### src/rtl/mult_accumulator.sv
// Multiply-accumulate sequencer: turns each rising edge of a switch into one
// multiplier handshake and adds the signed 64-bit product to a running sum.
module mult_accumulator #(
  parameter int CNT_W  = 8,
  parameter bit SAT_EN = 1'b1
) (
  input  logic             clk,
  input  logic             resetn,
  input  logic             sw_begin,
  input  logic             acc_clear,
  output logic             mult_begin,
  input  logic             mult_end,
  input  logic [63:0]      product,
  output logic [63:0]      acc_value,
  output logic [CNT_W-1:0] acc_count,
  output logic             acc_ovf,
  output logic             acc_done
);

  localparam logic [63:0] POS_MAX = 64'h7FFF_FFFF_FFFF_FFFF;
  localparam logic [63:0] NEG_MIN = 64'h8000_0000_0000_0000;

  typedef enum logic [1:0] {IDLE, RUN, ACC, HOLD} state_t;

  state_t      state, state_nx;
  logic        sw_meta, sw_s;
  logic        first_run, first_run_nx;
  logic        latch_prod, do_acc;
  logic [63:0] prod_r;
  logic [63:0] sum, acc_nx;
  logic        ovf;

  // sw_begin comes straight from a switch, so it is resynchronised before use.
  always_ff @(posedge clk) begin
    // NOTE: non-blocking assignments keep every flop sampling pre-edge values.
    if (!resetn) begin
      sw_meta <= 1'b0;
      sw_s    <= 1'b0;
    end else begin
      sw_meta <= sw_begin;
      sw_s    <= sw_meta;
    end
  end

  always_comb begin
    // NOTE: defaults first so no path through the case leaves a latch behind.
    state_nx     = state;
    first_run_nx = 1'b0;
    latch_prod   = 1'b0;
    do_acc       = 1'b0;
    case (state)
      IDLE: if (sw_s) begin
        state_nx     = RUN;
        first_run_nx = 1'b1;
      end
      RUN: begin
        if (acc_clear) begin
          state_nx = HOLD;
        end else if (!first_run && mult_end) begin
          // First RUN cycle skipped: mult_end may still be high from last op.
          latch_prod = 1'b1;
          state_nx   = ACC;
        end
      end
      ACC: begin
        state_nx = HOLD;
        do_acc   = !acc_clear;
      end
      HOLD: if (!sw_s) state_nx = IDLE;
      default: state_nx = IDLE;
    endcase
  end

  always_ff @(posedge clk) begin
    if (!resetn) begin
      state      <= IDLE;
      first_run  <= 1'b0;
      mult_begin <= 1'b0;
      acc_done   <= 1'b0;
    end else begin
      state      <= state_nx;
      first_run  <= first_run_nx;
      mult_begin <= (state_nx == RUN);
      acc_done   <= (state_nx == HOLD);
    end
  end

  // Signed overflow: like-signed addends whose sum flips sign.
  always_comb begin
    sum    = acc_value + prod_r;
    ovf    = (acc_value[63] == prod_r[63]) && (sum[63] != acc_value[63]);
    acc_nx = sum;
    if (ovf && SAT_EN) acc_nx = acc_value[63] ? NEG_MIN : POS_MAX;
  end

  always_ff @(posedge clk) begin
    if (!resetn) begin
      prod_r    <= '0;
      acc_value <= '0;
      acc_count <= '0;
      acc_ovf   <= 1'b0;
    end else begin
      if (latch_prod) prod_r <= product;
      if (acc_clear) begin
        acc_value <= '0;
        acc_count <= '0;
        acc_ovf   <= 1'b0;
      end else if (do_acc) begin
        acc_value <= acc_nx;
        if (acc_count != '1) acc_count <= acc_count + CNT_W'(1);
        if (ovf) acc_ovf <= 1'b1;
      end
    end
  end

endmodule
### config.mk
export PLATFORM = sky130hd
export DESIGN_NAME = mult_accumulator
export DESIGN_NICKNAME = d
export VERILOG_FILES = /design/src/rtl/mult_accumulator.sv
export SDC_FILE = /design/constraint.sdc
export NUM_CORES = 1
export LEC_CHECK = 0
export CAP_MARGIN = 20
export CORE_ASPECT_RATIO = 0.7
export CORE_MARGIN = 1.5
export CORE_UTILIZATION = 44
export CTS_BUF_LIST = sky130_fd_sc_hd__clkbuf_16
export DETAILED_ROUTE_END_ITERATION = 8
export DONT_BUFFER_PORTS = 1
export PLACE_DENSITY = 0.65
export SLEW_MARGIN = 0
export SYNTH_ARGS = -nofsm -noshare
export SYNTH_HDL_FRONTEND = slang
export SYNTH_SLANG_ARGS = --single-unit
### constraint.sdc
create_clock -name clk -period 6.8 [get_ports clk]
set_clock_uncertainty 0.2 [all_clocks]
set_input_delay 1.36 -clock clk [delete_from_list [all_inputs] [get_ports clk]]
set_output_delay 1.36 -clock clk [all_outputs]
set_load 0.01 [all_outputs]
* Yosys cells after proc, flatten, opt, wreduce, memory -nomap -nowiden
Cells that the tools add are included.
** Cells by class
- Add/subtract/negate cells :: 2
- Multipliers :: 0
- Divide/modulo/power cells :: 0
- Magnitude comparators :: 0
- Equal/unequal tests :: 8
- Shift operators :: 0
- Muxes and demuxes :: 12
- Bitwise operators :: 1
- Reductions and logical operators :: 9
** Operator list (number)
- 2-to-1 mux 64 bit :: 2
- adder 64 bit :: 1
- adder 8 x 1 -> 8 bit (second input constant) :: 1
- 2-to-1 mux 2 bit :: 4
- inequality test 8 bit (second input constant) :: 1
- case mux 2 bit (4 select lines) :: 1
- equality test 2 bit (second input constant) :: 3
- AND reduction 2 bit :: 3
- 2-to-1 mux 1 bit :: 5
- equality test 2 x 1 -> 1 bit (second input constant) :: 2
- logical AND 1 bit :: 2
- logical NOT 1 bit :: 2
- logical NOT 2 bit :: 1
- OR reduction 2 bit :: 1
- equality test 1 bit :: 1
- inequality test 1 bit :: 1
- NOT 1 bit :: 1
** Storage, ports and cells
- Flip-flop bits (word level) :: 144
- Bits in latches :: 0
- Memory bits (writable) :: 0
- Bits in read-only memories :: 0
- Input bits :: 69
- Memories :: 0

* Logic depth before layout (Yosys ltp)
- Word-level depth :: 6
- Gate-level depth with buffers :: 13

* Least setup slack after synthesis
OpenSTA, ideal clock, no wires.
- Path kind :: flip-flop to flip-flop
- Start point :: register acc_value[33]
- End point :: register acc_value[55]
- Setup time :: 79 ps
- Arrival :: 2889 ps
- Required time :: 6521 ps
- Path slack :: 3631 ps
- Stages on the path, launching flop included :: 13
- Path buffers :: 2
- Clock period less this slack :: 3169 ps
- Cells stage by stage :: dfxtp_1 > ha_1 > buf_2 > nand2_1 > or4_4 > a211oi_2 > o31ai_1 > a31o_1 > and2_1 > buf_6 > o31ai_4 > o21ai_4 > a211oi_2
** On the way
- Word-level cells in the longest chain between the ends :: 4
** Ends and longest elaborated chain
- from (decl) :: RTL line 14 : output logic [63:0] acc_value,
- from (signal assigned) :: RTL line 109 : acc_value <= acc_nx;
- adder 64 bit * :: RTL line 90 : sum = acc_value + prod_r;
- inequality test 1 bit :: RTL line 91 : ovf = (acc_value[63] == prod_r[63]) && (sum[63] != acc_value[63]);
- logical AND 1 bit :: RTL line 91
- 2-to-1 mux 64 bit * :: RTL line 93 : if (ovf && SAT_EN) acc_nx = acc_value[63] ? NEG_MIN : POS_MAX;
Every way passes the cells marked *; elsewhere a longest branch is shown, timed or not.
A chain may end at the register's enable or synchronous reset.

* Worst setup path in the final report
- Start point :: register acc_value[34]
- End point :: register acc_value[8]
** On the way
- Word-level cells in the longest chain between the ends :: 4
** Ends and longest elaborated chain (RTL line)
- adder 64 bit :: 90
- inequality test 1 bit :: 91
- logical AND 1 bit :: 91
- 2-to-1 mux 64 bit :: 93
No other way between the ends.

==> impl_summary.txt <==
----------------------------------------------------
[Clock tree]
  Buffers from clock root to sink, at most ... 2
  Deepest level of the CTS H-tree ... 4
  Clock latency of the later-clocked register in the worst-skew pair ... 450 ps
  TritonCTS clock tree ... built
  Number of sinks driven by the clock tree ... 144
  Post-CTS clock slew at the launch and capture registers of the worst setup and hold paths ... 60 ps
  CTS Hold Bufs ... 0
  Clock buffer count from CTS ... 17
  Post-cts resize count ... 0
  Post-CTS repair timing setup buffer count ... 0
  Clock root cell ... clkbuf_16

[Floorplanning]
  DIE WIDTH ... 178 um
  Core Rows ... 44
  Total core area ... 20900 um^2
  Die Outline Area ... 22400 um^2
  Starting density of the core ... 0.453
  Die height ... 126 um
  Number of I/O pins ... 144

[Placement]
  Number of buffers added on ports ... 0
  Half-perimeter wire length of the detailed placement result ... 20.0 mm
  Last weighted congestion value of the routability-driven placer ... 0.937

[Finish]
  Area growth from synthesis to final layout ... 7.03%
  ANT cells ... 0
  # nets final ... 1324
  Fraction of final layout cells sized beyond drive strength 1 ... 0.0483

[Setup path]
  Maximum net fanout on the critical path ... 24
  Largest stage delay, worst path ... 850 ps
  Worst Setup End Kind ... flip-flop
  Cells traversed along the worst timing path ... ha_1 > nand2_1 > or4_4 > a211oi_2 > o31ai_1 > a31o_1 > and2_1 > o31ai_4 > buf_4 > a21oi_1 > nor2_1
  Slowest cell on the critical path ... o31ai_4
  Data arrival at the endpoint of the critical path ... 4270 ps
  Worst Path Required ... 6980 ps
  Worst setup path category ... reg -> reg
  Category of cells accounting for the largest share of critical-path delay ... compound AO/OA/AOI/OAI gates
  Buf/Inv on CP ... 1
  Launching element type of the critical path ... flip-flop

[STA]
  Minimum hold slack ... 230 ps
  Clock period minus final worst setup slack ... 4090 ps
  Final TNS setup ... 0 ps
  Period utilization ... 0.601
  Final count of pins violating max slew ... 0
  Relative slew slack ... 0.299
  Worst slew pin tran ... 1050 ps
  RSZ-0062 raised after global routing ... no
  Number of endpoints failing setup at the final stage ... 0
  Highest Clock Rate ... 0.245 GHz
  Number of failing hold endpoints at the final stage ... 0

[Synthesis]
  Number of unique standard cell types used by synthesis ... 71
  Primary FF master, synth ... dfxtp_1
  Synthesis Warnings ... 0
  Area share of the largest cell type after synthesis ... 0.305
  Yosys reg bits ... 144
  Cell accounting for the most synthesized area ... dfxtp_1
  Most area-consuming cells after synthesis ... dfxtp_1 (31%), ha_1 (8.5%), nand2_1 (8.0%)
  Most numerous cell types in the synthesized netlist ... nand2_1 (202), dfxtp_1 (144), a21oi_1 (130)
  Sequential cell area fraction in the yosys report ... 0.305
  Net count of the mapped netlist ... 1376
  Proportion of register bits with asynchronous set or reset after synthesis ... 0
  Synthesized area per cell ... 7.60 um^2
  Number of instances in the synthesized netlist ... 1242
  Synthesized area ... 9440 um^2
  Library cell with the highest instance count after synthesis ... nand2_1
  Number of enable flip-flop cells after synthesis ... 0

[Power]
  Sum of internal, switching and leakage power ... 2.04 mW
  IR drop worst, VDD ... 0.000192 V
  Leak Pwr ... 4.03 nW
  Power per cell area ... 202 nW/um^2

[Global routing]
  Antenna violations before repair ... 0
  Maximum number of pins on one net before global-route repair ... 72
  Vias in the first global route ... 7937
  Global-route wire length before repair ... 43.6 mm
  Residual overflow from global routing ... 0
  Gr usage total ... 0.249

[Routing]
  Post-DRT Antenna Nets ... 0
  Drt via density ... 5.89
  # DRC ... 0
  Number of iterations in the first detailed-routing pass ... 5
  Number of DRC violations after detailed-routing iteration 0 ... 767
  Number of vias in the routed layout ... 8695
  Average routed wire per standard cell ... 18.6 um
  Total wirelength of the detailed-routed design ... 27.5 mm

[Run]
  Count of max-cap constraint violations ... 0

[Worst hold path]
  Kind of path behind the tightest hold check ... reg -> reg

[Run status]
  Status ... completed

----------------------------------------------------
## cells in the final DEF, fill, tap and decap left out, types with 7 or more instances in the layout
cell / n
nand2_1: 202
dfxtp_1: 144
a21oi_1: 130
o21ai_0: 117
nor2_1: 97
a21boi_0: 69
ha_1: 64
nor3_1: 30
xnor2_1: 29
nand4_1: 27
xor2_1: 24
a21o_1: 21
nand3_1: 20
clkbuf_16: 17
inv_1: 15
o21a_1: 14
o21bai_1: 13
and2_1: 10
a211oi_2: 9
mux2i_1: 9
and3_1: 8
nor2b_1: 8
or3_1: 7
o31ai_1: 7
nor3b_1: 7
## stage by stage
step | setup slack, ps | instances | instance area [um^2] | util
finish | 2710 | 1477 | 10100 | 0.484
global route | 2380 | 1477 | 10100 | 0.484
global placement | 2540 | 1446 | 9500 | 0.455
floorplan | 3630 | 1242 | 9440 | -
CTS | 2560 | 1476 | 10100 | 0.484
detailed placement | 2580 | 1446 | 9500 | 0.455
## cell families after synthesis
group	synth area share
adder cells (fa/ha/maj)	0.0869
AO/OA/AOI/OAI	0.291
AND/OR/NAND/NOR	0.214
buffers and inverters	0.0440
XOR/XNOR	0.0492
flip-flops	0.305
multiplexers	0.00954
## state kept, by name, summed over array words and instances (netlist names)
register,flops
acc_value,64
prod_r,64
acc_count,8
state,2
acc_done,1
acc_ovf,1
first_run,1
mult_begin,1
sw_meta,1
sw_s,1
## layout make-up
class / instances / area [um^2]
multi-input combinational: 1005 / 6170
sequential: 144 / 2880
clock inverter: 13 / 171
inverter: 15 / 56.3
fill: 2052 / 10800
clock buffer: 17 / 425
timing repair buffer: 7 / 60.1
tap: 276 / 345
## power by group
group | internal [mW] | switching, mW | leakage [nW]
sequential | 0.868 | 0.0305 | 1.16
clock | 0.603 | 0.380 | 0.291
combinational | 0.0550 | 0.105 | 2.58
## metal layers
layer	wire length (um)	track usage
met5	0	0
met4	313	0.0682
met3	2700	0.0806
met2	10500	0.336
met1	14000	0.370
## worst paths after layout
path | from | slack [ps] | endpoint | cells past startpoint
max | acc_value[34] | 2710 | acc_value[8] | 11
min | sw_meta | 230 | sw_s | 1
max reg2reg | acc_value[34] | 2710 | acc_value[8] | 11
min reg2reg | sw_meta | 230 | sw_s | 1
Note: power is estimated with default switching activity, not from simulation.
